`config.mk`:
```
export PLATFORM = sky130hd
export DESIGN_NAME = apu_seq_flat
export DESIGN_NICKNAME = d
export VERILOG_FILES = /design/src/rtl/apu_seq_pkg.sv /design/src/rtl/apu_seq_if.sv /design/src/rtl/apu_watchdog.sv /design/src/rtl/apu_seq.sv /design/src/flat_wrapper.sv
export SDC_FILE = /design/constraint.sdc
export NUM_CORES = 1
export LEC_CHECK = 0
export CORE_MARGIN = 1
export CORE_UTILIZATION = 48
export CTS_CLUSTER_SIZE = 25
export DETAILED_ROUTE_END_ITERATION = 12
export PLACE_DENSITY = 0.75
export SLEW_MARGIN = 0
export SYNTH_ARGS = -nofsm -noshare
export SYNTH_HDL_FRONTEND = slang
export SYNTH_SLANG_ARGS = --single-unit
```
`constraint.sdc`:
```
create_clock -name hclk -period 2.7 [get_ports hclk]
set_input_delay 0.675 -clock hclk [delete_from_list [all_inputs] [get_ports hclk]]
set_output_delay 0.675 -clock hclk [all_outputs]
set_load 0.05 [all_outputs]
```
`src/rtl/apu_seq_pkg.sv`:
```
// rtl/apu_seq_pkg.sv - shared opcodes, states, error codes and field positions for the APU sequencer
package apu_seq_pkg;

    localparam logic [3:0] OP_NOP  = 4'h0;
    localparam logic [3:0] OP_CONV = 4'h1;
    localparam logic [3:0] OP_BN   = 4'h2;
    localparam logic [3:0] OP_POOL = 4'h3;
    localparam logic [3:0] OP_ACT  = 4'h4;
    localparam logic [3:0] OP_END  = 4'hF;

    localparam logic [1:0] ERR_NONE    = 2'd0;
    localparam logic [1:0] ERR_ILLEGAL = 2'd1;
    localparam logic [1:0] ERR_WRAP    = 2'd2;
    localparam logic [1:0] ERR_TIMEOUT = 2'd3;

    localparam int OPC_MSB = 31;
    localparam int OPC_LSB = 28;
    localparam int OPR_MSB = 27;
    localparam int OPR_LSB = 0;

    typedef enum logic [2:0] {
        S_IDLE,
        S_FETCH,
        S_WAIT_DATA,
        S_ISSUE,
        S_WAIT_DONE,
        S_DONE,
        S_ERR
    } seq_state_t;

    function automatic logic is_legal(input logic [3:0] op);
        return (op <= OP_ACT) || (op == OP_END);
    endfunction

endpackage

```
`src/rtl/apu_seq_if.sv`:
```
// rtl/apu_seq_if.sv - sequencer bundle: run control, IR RAM read port, engine handshake, status
interface apu_seq_if #(
    parameter int IR_AW = 4
);
    logic             apu_ready;
    logic             ir_rd_en;
    logic [IR_AW-1:0] ir_rd_addr;
    logic [31:0]      ir_rd_data;
    logic             instr_valid;
    logic             instr_ready;
    logic [3:0]       instr_opcode;
    logic [27:0]      instr_operand;
    logic             op_done;
    logic             cal_cpl;
    logic             seq_busy;
    logic             seq_err;
    logic [1:0]       err_code;

    modport master (
        input  apu_ready, ir_rd_data, instr_ready, op_done,
        output ir_rd_en, ir_rd_addr, instr_valid, instr_opcode, instr_operand,
               cal_cpl, seq_busy, seq_err, err_code
    );

    modport slave (
        output apu_ready, ir_rd_data, instr_ready, op_done,
        input  ir_rd_en, ir_rd_addr, instr_valid, instr_opcode, instr_operand,
               cal_cpl, seq_busy, seq_err, err_code
    );
endinterface

```
`src/rtl/apu_watchdog.sv`:
```
// rtl/apu_watchdog.sv - 16-bit saturating wait counter with clear/enable and expiry flag
module apu_watchdog #(
    parameter int TIMEOUT = 65535
) (
    input  logic hclk,
    input  logic hresetn,
    input  logic i_clear,
    input  logic i_en,
    output logic o_expired
);
    logic [15:0] r_count;

    always_ff @(posedge hclk) begin
        if (!hresetn) begin
            r_count <= '0;
        end else if (i_clear) begin
            r_count <= '0;
        end else if (i_en && (r_count != 16'hFFFF)) begin
            r_count <= r_count + 16'd1;
        end
    end

    // Count holds the number of completed waiting cycles, so expiry flags the TIMEOUT-th cycle itself.
    assign o_expired = (r_count >= 16'(TIMEOUT - 1));
endmodule

```
`src/rtl/apu_seq.sv`:
```
// rtl/apu_seq.sv - APU instruction sequencer: fetch from IR RAM, issue to engine, wait for completion
module apu_seq
    import apu_seq_pkg::*;
#(
    parameter int IR_AW   = 4,
    parameter int TIMEOUT = 65535
) (
    input  logic      hclk,
    input  logic      hresetn,
    apu_seq_if.master bus
);
    seq_state_t       r_state;
    seq_state_t       w_next;
    logic             r_ready_q;
    logic [IR_AW-1:0] r_pc;
    logic [IR_AW-1:0] w_pc_next;
    logic [1:0]       r_err_code;
    logic [1:0]       w_err_next;
    logic             r_seq_err;
    logic [3:0]       r_opcode;
    logic [27:0]      r_operand;
    logic             r_rd_en;
    logic             r_valid;
    logic             r_cal;
    logic             r_busy;
    logic             w_latch;
    logic             w_clear_wd;
    logic             w_expired;
    logic             w_start;
    logic             w_pc_last;
    logic [3:0]       w_rd_op;

    assign w_start   = bus.apu_ready & ~r_ready_q;
    assign w_pc_last = &r_pc;
    assign w_rd_op   = bus.ir_rd_data[OPC_MSB:OPC_LSB];

    apu_watchdog #(.TIMEOUT(TIMEOUT)) u_watchdog (
        .hclk      (hclk),
        .hresetn   (hresetn),
        .i_clear   (w_clear_wd),
        .i_en      (r_state == S_WAIT_DONE),
        .o_expired (w_expired)
    );

    always_ff @(posedge hclk) begin
        if (!hresetn) begin
            r_state <= S_IDLE;
        end else begin
            r_state <= w_next;
        end
    end

    always_comb begin
        w_next     = r_state;
        w_pc_next  = r_pc;
        w_err_next = r_err_code;
        w_latch    = 1'b0;
        w_clear_wd = 1'b0;
        case (r_state)
            S_IDLE: begin
                if (w_start) begin
                    w_next     = S_FETCH;
                    w_pc_next  = '0;
                    w_err_next = ERR_NONE;
                end
            end
            S_FETCH: w_next = S_WAIT_DATA;
            S_WAIT_DATA: begin
                if (w_rd_op == OP_NOP) begin
                    if (w_pc_last) begin
                        w_next     = S_ERR;
                        w_err_next = ERR_WRAP;
                    end else begin
                        w_next    = S_FETCH;
                        w_pc_next = r_pc + 1'b1;
                    end
                end else if (w_rd_op == OP_END) begin
                    w_next = S_DONE;
                end else if (!is_legal(w_rd_op)) begin
                    w_next     = S_ERR;
                    w_err_next = ERR_ILLEGAL;
                end else begin
                    w_next  = S_ISSUE;
                    w_latch = 1'b1;
                end
            end
            S_ISSUE: begin
                if (r_valid && bus.instr_ready) begin
                    w_next     = S_WAIT_DONE;
                    w_clear_wd = 1'b1;
                end
            end
            S_WAIT_DONE: begin
                // op_done is checked first so a completion on the expiry cycle still advances.
                if (bus.op_done) begin
                    if (w_pc_last) begin
                        w_next     = S_ERR;
                        w_err_next = ERR_WRAP;
                    end else begin
                        w_next    = S_FETCH;
                        w_pc_next = r_pc + 1'b1;
                    end
                end else if (w_expired) begin
                    w_next     = S_ERR;
                    w_err_next = ERR_TIMEOUT;
                end
            end
            S_DONE:  w_next = S_IDLE;
            S_ERR:   w_next = S_IDLE;
            default: w_next = S_IDLE;
        endcase
        if ((r_state != S_IDLE) && !bus.apu_ready) begin
            w_next     = S_IDLE;
            w_pc_next  = r_pc;
            w_err_next = r_err_code;
            w_latch    = 1'b0;
            w_clear_wd = 1'b0;
        end
    end

    // Outputs are decoded from the next state so every port is a flop with no input-to-output path.
    always_ff @(posedge hclk) begin
        if (!hresetn) begin
            r_ready_q  <= 1'b0;
            r_pc       <= '0;
            r_err_code <= ERR_NONE;
            r_seq_err  <= 1'b0;
            r_opcode   <= '0;
            r_operand  <= '0;
            r_rd_en    <= 1'b0;
            r_valid    <= 1'b0;
            r_cal      <= 1'b0;
            r_busy     <= 1'b0;
        end else begin
            r_ready_q  <= bus.apu_ready;
            r_pc       <= w_pc_next;
            r_err_code <= w_err_next;
            if ((r_state == S_IDLE) && (w_next == S_FETCH)) begin
                r_seq_err <= 1'b0;
            end else if (w_next == S_ERR) begin
                r_seq_err <= 1'b1;
            end
            if (w_latch) begin
                r_opcode  <= bus.ir_rd_data[OPC_MSB:OPC_LSB];
                r_operand <= bus.ir_rd_data[OPR_MSB:OPR_LSB];
            end
            r_rd_en <= (w_next == S_FETCH);
            r_valid <= (w_next == S_ISSUE);
            r_cal   <= (w_next == S_DONE) || (w_next == S_ERR);
            r_busy  <= (w_next != S_IDLE);
        end
    end

    assign bus.ir_rd_en      = r_rd_en;
    assign bus.ir_rd_addr    = r_pc;
    assign bus.instr_valid   = r_valid;
    assign bus.instr_opcode  = r_opcode;
    assign bus.instr_operand = r_operand;
    assign bus.cal_cpl       = r_cal;
    assign bus.seq_busy      = r_busy;
    assign bus.seq_err       = r_seq_err;
    assign bus.err_code      = r_err_code;
endmodule
```
`src/flat_wrapper.sv`:
```
// flat-port wrapper written by rule: the top's interface ports become plain ports
module apu_seq_flat import apu_seq_pkg::*;
#(
    parameter int IR_AW   = 4,
    parameter int TIMEOUT = 65535
)
  (hclk, hresetn, bus_apu_ready, bus_ir_rd_data, bus_instr_ready, bus_op_done, bus_ir_rd_en, bus_ir_rd_addr, bus_instr_valid, bus_instr_opcode, bus_instr_operand, bus_cal_cpl, bus_seq_busy, bus_seq_err, bus_err_code);
  apu_seq_if #(.IR_AW(IR_AW)) bus_i ();
  input  logic hclk;
  input  logic hresetn;
  input wire logic [$bits(bus_i.apu_ready)-1:0] bus_apu_ready;
  input wire logic [$bits(bus_i.ir_rd_data)-1:0] bus_ir_rd_data;
  input wire logic [$bits(bus_i.instr_ready)-1:0] bus_instr_ready;
  input wire logic [$bits(bus_i.op_done)-1:0] bus_op_done;
  output wire logic [$bits(bus_i.ir_rd_en)-1:0] bus_ir_rd_en;
  output wire logic [$bits(bus_i.ir_rd_addr)-1:0] bus_ir_rd_addr;
  output wire logic [$bits(bus_i.instr_valid)-1:0] bus_instr_valid;
  output wire logic [$bits(bus_i.instr_opcode)-1:0] bus_instr_opcode;
  output wire logic [$bits(bus_i.instr_operand)-1:0] bus_instr_operand;
  output wire logic [$bits(bus_i.cal_cpl)-1:0] bus_cal_cpl;
  output wire logic [$bits(bus_i.seq_busy)-1:0] bus_seq_busy;
  output wire logic [$bits(bus_i.seq_err)-1:0] bus_seq_err;
  output wire logic [$bits(bus_i.err_code)-1:0] bus_err_code;
  assign bus_i.apu_ready = bus_apu_ready;
  assign bus_i.ir_rd_data = bus_ir_rd_data;
  assign bus_i.instr_ready = bus_instr_ready;
  assign bus_i.op_done = bus_op_done;
  assign bus_ir_rd_en = bus_i.ir_rd_en;
  assign bus_ir_rd_addr = bus_i.ir_rd_addr;
  assign bus_instr_valid = bus_i.instr_valid;
  assign bus_instr_opcode = bus_i.instr_opcode;
  assign bus_instr_operand = bus_i.instr_operand;
  assign bus_cal_cpl = bus_i.cal_cpl;
  assign bus_seq_busy = bus_i.seq_busy;
  assign bus_seq_err = bus_i.seq_err;
  assign bus_err_code = bus_i.err_code;
  apu_seq #(.IR_AW(IR_AW), .TIMEOUT(TIMEOUT)) u_core (.hclk(hclk), .hresetn(hresetn), .bus(bus_i));
endmodule
```
==> flow_summary.yaml <==
route:
  top_layer_used: "met4"
  wl_met2_mm: 2.89
  vias_per_cell: 5.34
  first_pass_iters: 4
  vias: 2663
  drtAntennaViolNets: 0
  drc: 0
  wl_per_cell_um: 13.3
  wirelength_mm: 6.66
  dr.first_iter.drc_count: 63
  wl_met3_um: 467
  met1Wirelength_mm: 3.16
timing:
  period_minus_slack_ns: 2.27
  setup_tns_ns: 0
  rsz0062_at_grt: "no"
  tightest_slew_ns: 0.547
  drv_slew: 0
  period_share_pct: 84.0
  setup_viol: 0
  fin_skew_ns: 0.00551
  relSlewSlack_pct: 63.4
  finalHoldViolCount: 0
  fmax_ghz: 0.441
clock_tree:
  insertion_delay_ns: 0.34
  cts_resized: 0
  clockBufferDepth: 2
  cts-root-buf: "clkbuf_8"
  cts_tree: "built"
  numCtsBuffers: 9
  cts_setup_buffers: 0
  numClockSinks: 63
  cts-hold-fix-buffers: 0
  h-tree-depth: 3
  path_clk_slew_ns: 0.07
placement:
  place_congestion: 0.852
  hpwl_mm: 4.69
  dp.cells: 483
  port_buffers: 79
worst_setup_path:
  slowest_stage: "clkdlybuf4s50_1"
  crit_buf_inv: 1
  crit_fanout: 5
  crit_chain: "clkdlybuf4s50_1"
  critPathArrivalTime_ns: 1.59
  worstSetupPathType: "flip-flop to primary output"
  critPathTopFamily: "buffers and inverters"
  cp.required_ns: 2.03
  crit_path_max_incr_delay_ns: 0.84
  worstSetupStartpointType: "flip-flop"
  endpoint_kind: "primary output"
cells_and_area:
  insertedDiodeCount: 0
  fill_cells: 459
  nets: 459
  layout-drive-gt1-share_pct: 11.3
  stdcell_count: 499
  syn_to_final_growth_pct: 36.6
logic_synthesis:
  synth_top_area_cell: "dfxtp_1"
  synthesis.instances: 343
  yosysMostFrequentCell: "nand2_1"
  yosys_register_bits: 63
  synth_edf_count: 0
  synth_cell_types: 61
  async_flop_share_pct: 0
  ys.warnings.count: 0
  synth-seq-area-share_pct: 41.8
  synth_top_area_share_pct: 41.8
  yosys_most_used_dff: "dfxtp_1"
  synth_fp_nets: 383
  ys_top_cells_by_count: "nand2_1, dfxtp_1, a21boi_1"
  syn_avg_cell_area_um2: 8.81
  syn_area_um2: 3020
  yosys-top-cells-area: "dfxtp_1, nand2_1, a21boi_1, xnor2_1, nor2_1"
worst_hold_path:
  hold_class: "flip-flop to flip-flop"
global_route:
  grt_max_degree: 33
  overflow: 0
  first_global_vias: 2429
  antenna_found_initial: 0
  grt_usage_pct: 21.5
  grt_pass1_wl_mm: 10.9
power_and_ir_drop:
  power_density_nw_per_um2: 573
  total_power_uw: 2360
  ir_drop_v: 0.000444
  power_leakage_uw: 0.00144
floorplanning:
  num_io_pins: 80
  initial_core_util_pct: 50.4
  core_area_um2: 5990
  rows: 28
  dieHeight_um: 81.3
  die_x_um: 81.3
  die_area_um2: 6610
flow_run:
  maxCapViolations: 0
run_status:
  status: "finished, final reports clean"
==> layer usage <==
| metal | global-route usage [%] | vias to the layer above |
|---|---|---|
| met1 | 27.4 | 1229 |
| met5 | 0 | - |
| met4 | 10.4 | 0 |
| met3 | 5.73 | 14 |
| li1 | - | 1346 |
| met2 | 33.4 | 74 |
==> report_power, final <==
group          leakage, uW  switching [uW]  internal (uW)
clock network     0.000130             378            709
registers         0.000509            23.4            951
logic             0.000800             160            140
total              0.00144             562           1800
==> kinds of logic (layout without fill, tap and decap cells) <==
family	Yosys count	count (layout)	synth area share, %
AO/OA/AOI/OAI	73	73	18.8
XOR/XNOR	18	18	5.22
buffers and inverters	28	109	4.76
adder cells (fa/ha/maj)	3	3	1.24
multiplexers	2	2	0.663
AND/OR/NAND/NOR	156	156	27.5
flip-flops	63	63	41.8
==> placed cells by master, fill, tap and decap left out, types with 7 or more instances in the layout <==
cell | synthesis | routed
a21boi_1 | 30 | 30
and3_1 | 7 | 7
buf_4 | 2 | 7
clkbuf_8 | 0 | 9
clkdlybuf4s50_1 | 0 | 79
dfxtp_1 | 63 | 63
nand2_1 | 71 | 71
nand3_1 | 7 | 7
nor2_1 | 27 | 27
xnor2_1 | 12 | 12
==> stage by stage <==
step	hold WS, ns	setup WS, ns	util [%]	area (um^2)
after floorplan	0.472	0.589	-	3020
after global placement	0.440	0.213	64.4	3860
after detailed placement	0.445	0.155	64.4	3860
after CTS	0.455	0.419	68.9	4130
after global routing	0.476	0.374	68.9	4130
final	0.452	0.432	68.9	4130
==> flip-flops by register name, summed over array words and instances, names as in the netlist <==
register	flops
u_core.bus.seq_busy	1
u_core.bus.instr_opcode	4
u_core.bus.ir_rd_addr	4
u_core.bus.instr_operand	28
u_core.bus.seq_err	1
u_core.bus.err_code	2
u_core.bus.ir_rd_en	1
u_core.r_ready_q	1
u_core.u_watchdog.r_count	16
u_core.bus.cal_cpl	1
u_core.bus.instr_valid	1
u_core.r_state	3
==> path summary, 6_finish.rpt <==
path	startpoint	to	cells after the start	slack (ns)
setup / recovery	u_core.bus.ir_rd_addr[2]$_SDFFE_PN0P_	bus_ir_rd_addr[2]	1	0.43
hold / removal	u_core.bus.instr_operand[3]$_SDFFE_PN0P_	u_core.bus.instr_operand[3]$_SDFFE_PN0P_	2	0.45
setup reg to reg	u_core.r_state[2]$_SDFF_PN0_	u_core.bus.cal_cpl$_SDFF_PN0_	5	0.72
hold reg to reg	u_core.bus.instr_operand[3]$_SDFFE_PN0P_	u_core.bus.instr_operand[3]$_SDFFE_PN0P_	2	0.45
==> layout make-up <==
cell class              count  area [um^2]  share of cell area, %
clock buffers               9          124                   3.00
clock inverters             7          145                   3.52
repair buffers             87          863                   20.9
well taps                  75         93.8                   2.27
multi-input cells         252         1620                   39.2
flip-flops and latches     63         1260                   30.6
inverters                   6         22.5                  0.546
(Power assumes the default switching activity.)
